[src/rtl/ahb_sram_slave.sv]
// ahb_sram_slave: AHB-Lite slave bridging to a single-port synchronous SRAM
//   hclk/hresetn           : clock, asynchronous active-low reset
//   hsel/haddr/htrans      : address phase select, byte address, transfer type
//   hsize/hwrite/hwdata    : transfer size, direction, data-phase write data
//   hrdata/hready/hresp    : read data, stall/done, error response
//   mem_ce/mem_we/mem_addr : SRAM strobe, write enable, word address
//   mem_be/mem_wdata       : SRAM byte enables, write data
//   mem_rdata              : SRAM read data, valid the cycle after a read strobe
module ahb_sram_slave #(
  parameter int AWIDTH = 10,
  parameter int WAIT_STATES = 0
) (
  input  logic              hclk,
  input  logic              hresetn,
  input  logic              hsel,
  input  logic [31:0]       haddr,
  input  logic [1:0]        htrans,
  input  logic [3:0]        hsize,
  input  logic              hwrite,
  input  logic [31:0]       hwdata,
  output logic [31:0]       hrdata,
  output logic              hready,
  output logic              hresp,
  output logic              mem_ce,
  output logic              mem_we,
  output logic [AWIDTH-1:0] mem_addr,
  output logic [3:0]        mem_be,
  output logic [31:0]       mem_wdata,
  input  logic [31:0]       mem_rdata
);
  typedef enum logic [2:0] {IDLE, RD, WR, ERR1, ERR2} state_t;
  state_t              state;
  logic [2:0]          cnt;
  logic [AWIDTH+1:0]   addr_q;
  logic [1:0]          size_q;
  logic                pend;
  logic                rdv;
  logic [31:0]         hold;
  logic                last;
  logic                accept;
  logic                err;
  logic                wr_commit;
  logic                coll;
  logic                rd_now;
  logic                unused;
  assign unused = ^{haddr[31:24], htrans[0]};
  assign last = (state == RD || state == WR) && cnt == 3'd0;
  assign hready = state == IDLE || state == ERR2 || last;
  assign hresp = state == ERR1 || state == ERR2;
  // Reset gates acceptance so no read strobe can leak out while hresetn is low.
  assign accept = hresetn && hsel && htrans[1] && hready;
  assign err = (|haddr[23:AWIDTH+2]) || hsize > 4'd2 || (hsize == 4'd1 && haddr[0]) || (hsize == 4'd2 && |haddr[1:0]);
  assign wr_commit = state == WR && last;
  // A read accepted while a write owns the SRAM port is deferred one cycle.
  assign coll = accept && !err && !hwrite && wr_commit;
  assign rd_now = accept && !err && !hwrite && !wr_commit;
  assign mem_ce = wr_commit || rd_now || pend;
  assign mem_we = wr_commit;
  assign mem_addr = rd_now ? haddr[AWIDTH+1:2] : addr_q[AWIDTH+1:2];
  assign mem_wdata = hwdata;
  assign mem_be = wr_commit ? ((size_q == 2'd0 ? 4'b0001 : size_q == 2'd1 ? 4'b0011 : 4'b1111) << addr_q[1:0]) : 4'b0000;
  // Read data is only live when it arrives; otherwise it comes from the hold register.
  assign hrdata = (state == RD && last) ? (rdv ? mem_rdata : hold) : 32'h0;
  always_ff @(posedge hclk or negedge hresetn) begin
    if (!hresetn) begin
      state <= IDLE;
      cnt <= 3'd0;
      addr_q <= '0;
      size_q <= 2'd0;
      pend <= 1'b0;
      rdv <= 1'b0;
      hold <= 32'h0;
    end else begin
      rdv <= mem_ce && !mem_we;
      pend <= coll;
      if (rdv) hold <= mem_rdata;
      if (accept) begin
        addr_q <= haddr[AWIDTH+1:0];
        size_q <= hsize[1:0];
        state <= err ? ERR1 : hwrite ? WR : RD;
        cnt <= err ? 3'd0 : 3'(WAIT_STATES) + {2'b00, coll};
      end else if (state == ERR1) state <= ERR2;
      else if (state == ERR2 || last) state <= IDLE;
      else if (cnt != 3'd0) cnt <= cnt - 3'd1;
    end
  end
endmodule

[config.mk]
export PLATFORM = sky130hd
export DESIGN_NAME = ahb_sram_slave
export DESIGN_NICKNAME = d
export VERILOG_FILES = /design/src/rtl/ahb_sram_slave.sv
export SDC_FILE = /design/constraint.sdc
export NUM_CORES = 1
export LEC_CHECK = 0
export CORE_MARGIN = 2
export CORE_UTILIZATION = 40
export CTS_CLUSTER_DIAMETER = 120
export DETAILED_ROUTE_END_ITERATION = 8
export GPL_ROUTABILITY_DRIVEN = 0
export PLACE_DENSITY_LB_ADDON = 0.2
export SLEW_MARGIN = 20
export SYNTH_ARGS = -nofsm -noshare
export SYNTH_HDL_FRONTEND = slang
export SYNTH_SLANG_ARGS = --single-unit
[constraint.sdc]
create_clock -name hclk -period 4.8 [get_ports hclk]
set_clock_uncertainty 0.05 [all_clocks]
set_input_delay 0.96 -clock hclk [delete_from_list [all_inputs] [get_ports hclk]]
set_output_delay 0.96 -clock hclk [all_outputs]
set_load 0.005 [all_outputs]
==> results of run 1 <==
-- cell usage in the layout, fill, tap and decap left out, types with 2 or more instances in the layout --
cell type / n
nand2b_1: 2
nor3_1: 5
buf_4: 5
and3_1: 32
nor2_2: 2
mux2_2: 46
a211oi_1: 4
nand3_1: 3
ha_1: 2
nor2_1: 8
clkbuf_8: 5
o21ai_0: 4
clkdlybuf4s50_1: 113
inv_1: 8
mux2_4: 9
nand2_1: 4
dfrtp_1: 54
a21oi_1: 4
-- layout make-up --
cell class | count | area, sq um | area share
Sequential cell | 54 | 1350 | 0.338
Multi-Input combinational cell | 142 | 1230 | 0.307
Timing Repair Buffer | 119 | 1170 | 0.294
Tap cell | 99 | 124 | 0.0310
Clock buffer | 6 | 72.6 | 0.0182
Inverter | 8 | 30.0 | 0.00752
Clock inverter | 2 | 13.8 | 0.00345
-- tightest hold or removal path: stages, from the launching register on --
cell	delay, ns
dfrtp_1	0.35
nand2_1	0.05
nand2_1	0.05
-- power groups by stage --
stage               sequential [W]  combinational, W  clock (W)
finish                    0.000622          0.000585   0.000254
global route              0.000635          0.000649   0.000287
CTS                       0.000622          0.000596   0.000268
detailed placement        0.000630          0.000592          0
global placement          0.000624          0.000585          0
floorplan                 0.000607          0.000361          0
-- how the worst max path moves through the flow --
stage | start | endpoint | slack [ns] | depth (start not counted)
floorplan | haddr[16] | mem_addr[0] | 1.48 | 5
global placement | haddr[23] | mem_addr[3] | 0.56 | 7
detailed placement | haddr[23] | mem_addr[3] | 0.55 | 7
CTS | haddr[23] | mem_addr[3] | 0.54 | 7
global route | haddr[23] | mem_addr[3] | 0.47 | 7
finish | haddr[23] | mem_addr[3] | 0.56 | 7
-- layer usage --
layer	global-route usage	vias to the layer above	wire length (um)
met2	0.246	99	2860
met5	0	-	0
met4	0.0421	0	70
met1	0.183	1018	2680
li1	-	1003	-
met3	0.0693	8	622
-- state kept, by name, indices dropped and copies added (netlist names) --
register and count:
hold 32, addr_q 12, cnt 3, pend 1, size_q 2, state 3
rdv 1
-- metrics by stage --
stage,std cells,hold slack [ns],total power (W),instance area [sq um]
after floorplan,250,0.397,0.000968,2910
after detailed placement,422,0.424,0.00122,3910
after global placement,422,0.417,0.00121,3910
final,430,0.435,0.00146,3990
after CTS,430,0.443,0.00149,3990
after global routing,430,0.463,0.00157,3990
-- synth_stat cells, drive strengths merged, types with 3 or more instances --
cell type | n | share of area
buf | 37 | 0.094
nor2 | 10 | 0.014
nand2b | 3 | 0.0090
and3 | 32 | 0.069
a21oi | 4 | 0.0069
o21ai | 4 | 0.0069
a211oi | 4 | 0.010
nor3 | 6 | 0.014
mux2 | 56 | 0.23
nand3 | 3 | 0.0052
clkbuf | 9 | 0.012
dfrtp | 54 | 0.46
nand2 | 4 | 0.0052
inv | 8 | 0.010
-- logic make-up after synthesis --
group / share of synthesized area
buffers and inverters: 0.116
AOI/OAI and AO/OA: 0.0425
muxes: 0.231
adders and majority gates: 0.0125
and+or+nand+nor: 0.131
DFF: 0.464
xor gates and xnor gates: 0.00301
==> metrics.txt, run 1 <==
outcome finished clean; RSZ-0062 raised after global routing false; Syn Nets 358; htree depth 2; Cells after Synth 250; Hold Path Origin pend; hold path cells 2; Final WS setup 0.560 ns; Lkg Pwr between 1.5 and 2 nW; Layout area overhead 37.0%; TritonCTS clock tree built; setup TNS 0 ns; crit share post-route 0.883; Post-Syn Area 2910 sq um; DP Wirelength 4.43 mm; Fin. Hold Viols 0; IO buf count about 110; vias in the first global route 2027; Synth Area per Inst 11.7 sq um; Max VDD drop 201 uV; Crit path largest cell delay ~0.56 ns; final WL 6.24 mm; Endpoint, Worst Hold rdv; GRT Total Usage 0.152; Rows 31; flop-to-flop setup slack about 2.5 ns; DR pass1 iterations 4; Arrival @ worst endpoint between 3 and 4 ns; total number of vias 2128; first-pass GRT wire length ~9.3 mm; top_reg_cell synth dfrtp_1; post_cts resized 0; clk sinks 54; Logic pwr share 0.400; register area share after synthesis 0.464; clock slew at reported path FFs 0.10 ns; share of cells above drive strength 1 0.230; Util after Layout 0.559; Net Sw Frac 0.305; Crit path top cell by count clkdlybuf4s50_1; Clk Latency, worst-skew pair slightly above 0.3 ns; PD cells 366 nW/um^2; antenna-violating nets left 0; vias per cell about 4.9; core area 7140 sq um; worst slack at placement roughly 0.55 ns; startpoint types input pin; register share of total power 0.426; Tightest Pin Transition approximately 0.7 ns; Max-slew headroom 0.535; Initial Util 0.408; n_diodes 0; Filler Cells Inserted 641; crit path max fanout 11; DR iter-0 viols 44; CTS max path bufs 2; Bufs and invs on worst path 3; largest net degree at the start of global routing 55; Slew Viols, Final 0; Num CTS Buffers 5; drt wl/cell between 10 and 15 um; Final Setup Violations 0; setup bufs post-CTS 0; DIE WIDTH 89.4 um; Peak Freq 0.236 GHz; Clk pwr share 0.174; DIE HEIGHT 89.4 um; Die ar. 7980 sq um; IO Pins 188; Seq cells post-synth 54; Max-Cap Viols 0; CTS Hold Bufs 0; yosys warns 0; reg2reg path depth 7; Power Internal ~0.001 W; total grt overflow 0; min Tclk post-route 4.24 ns; Hold Path Class reg2reg; Yosys cell types 36; Crit Path Category in2out; worst reg2reg path endpoint addr_q[11]; Psw roughly 0.00045 W; CP endpoint kind output pin; initial antenna violation count 0; critical path cell sequence clkdlybuf4s50_1 > or4_4 > nor3_4 > nand4_2 > buf_4 > mux2_4 > clkdlybuf4s50_1; Crit path required time 3.79 ns; Post-synth EDFFs 0; Net count, final 438; Crit path max-delay family buffers and inverters; residual DRC count 0; reg2reg start cnt[0]; Synth async-reset ratio 1.00; clock root buffer clkbuf_8; Slowest-stage cell, CP or4_4
No activity file was read; power rests on OpenSTA's default activity.
==> run 2: changes to the inputs <==
- CTS_CLUSTER_DIAMETER: 120 -> 200
- GPL_TIMING_DRIVEN: unset -> 1
- SLEW_MARGIN: 20 -> 10
==> results of run 2 <==
The final DEF is identical to that of run 1; final timing and power are the same.
==> run 3: changes to the inputs <==
- SLEW_MARGIN: 10 -> 20
==> results of run 3 <==
The final DEF is identical to that of run 1; final timing and power are the same.
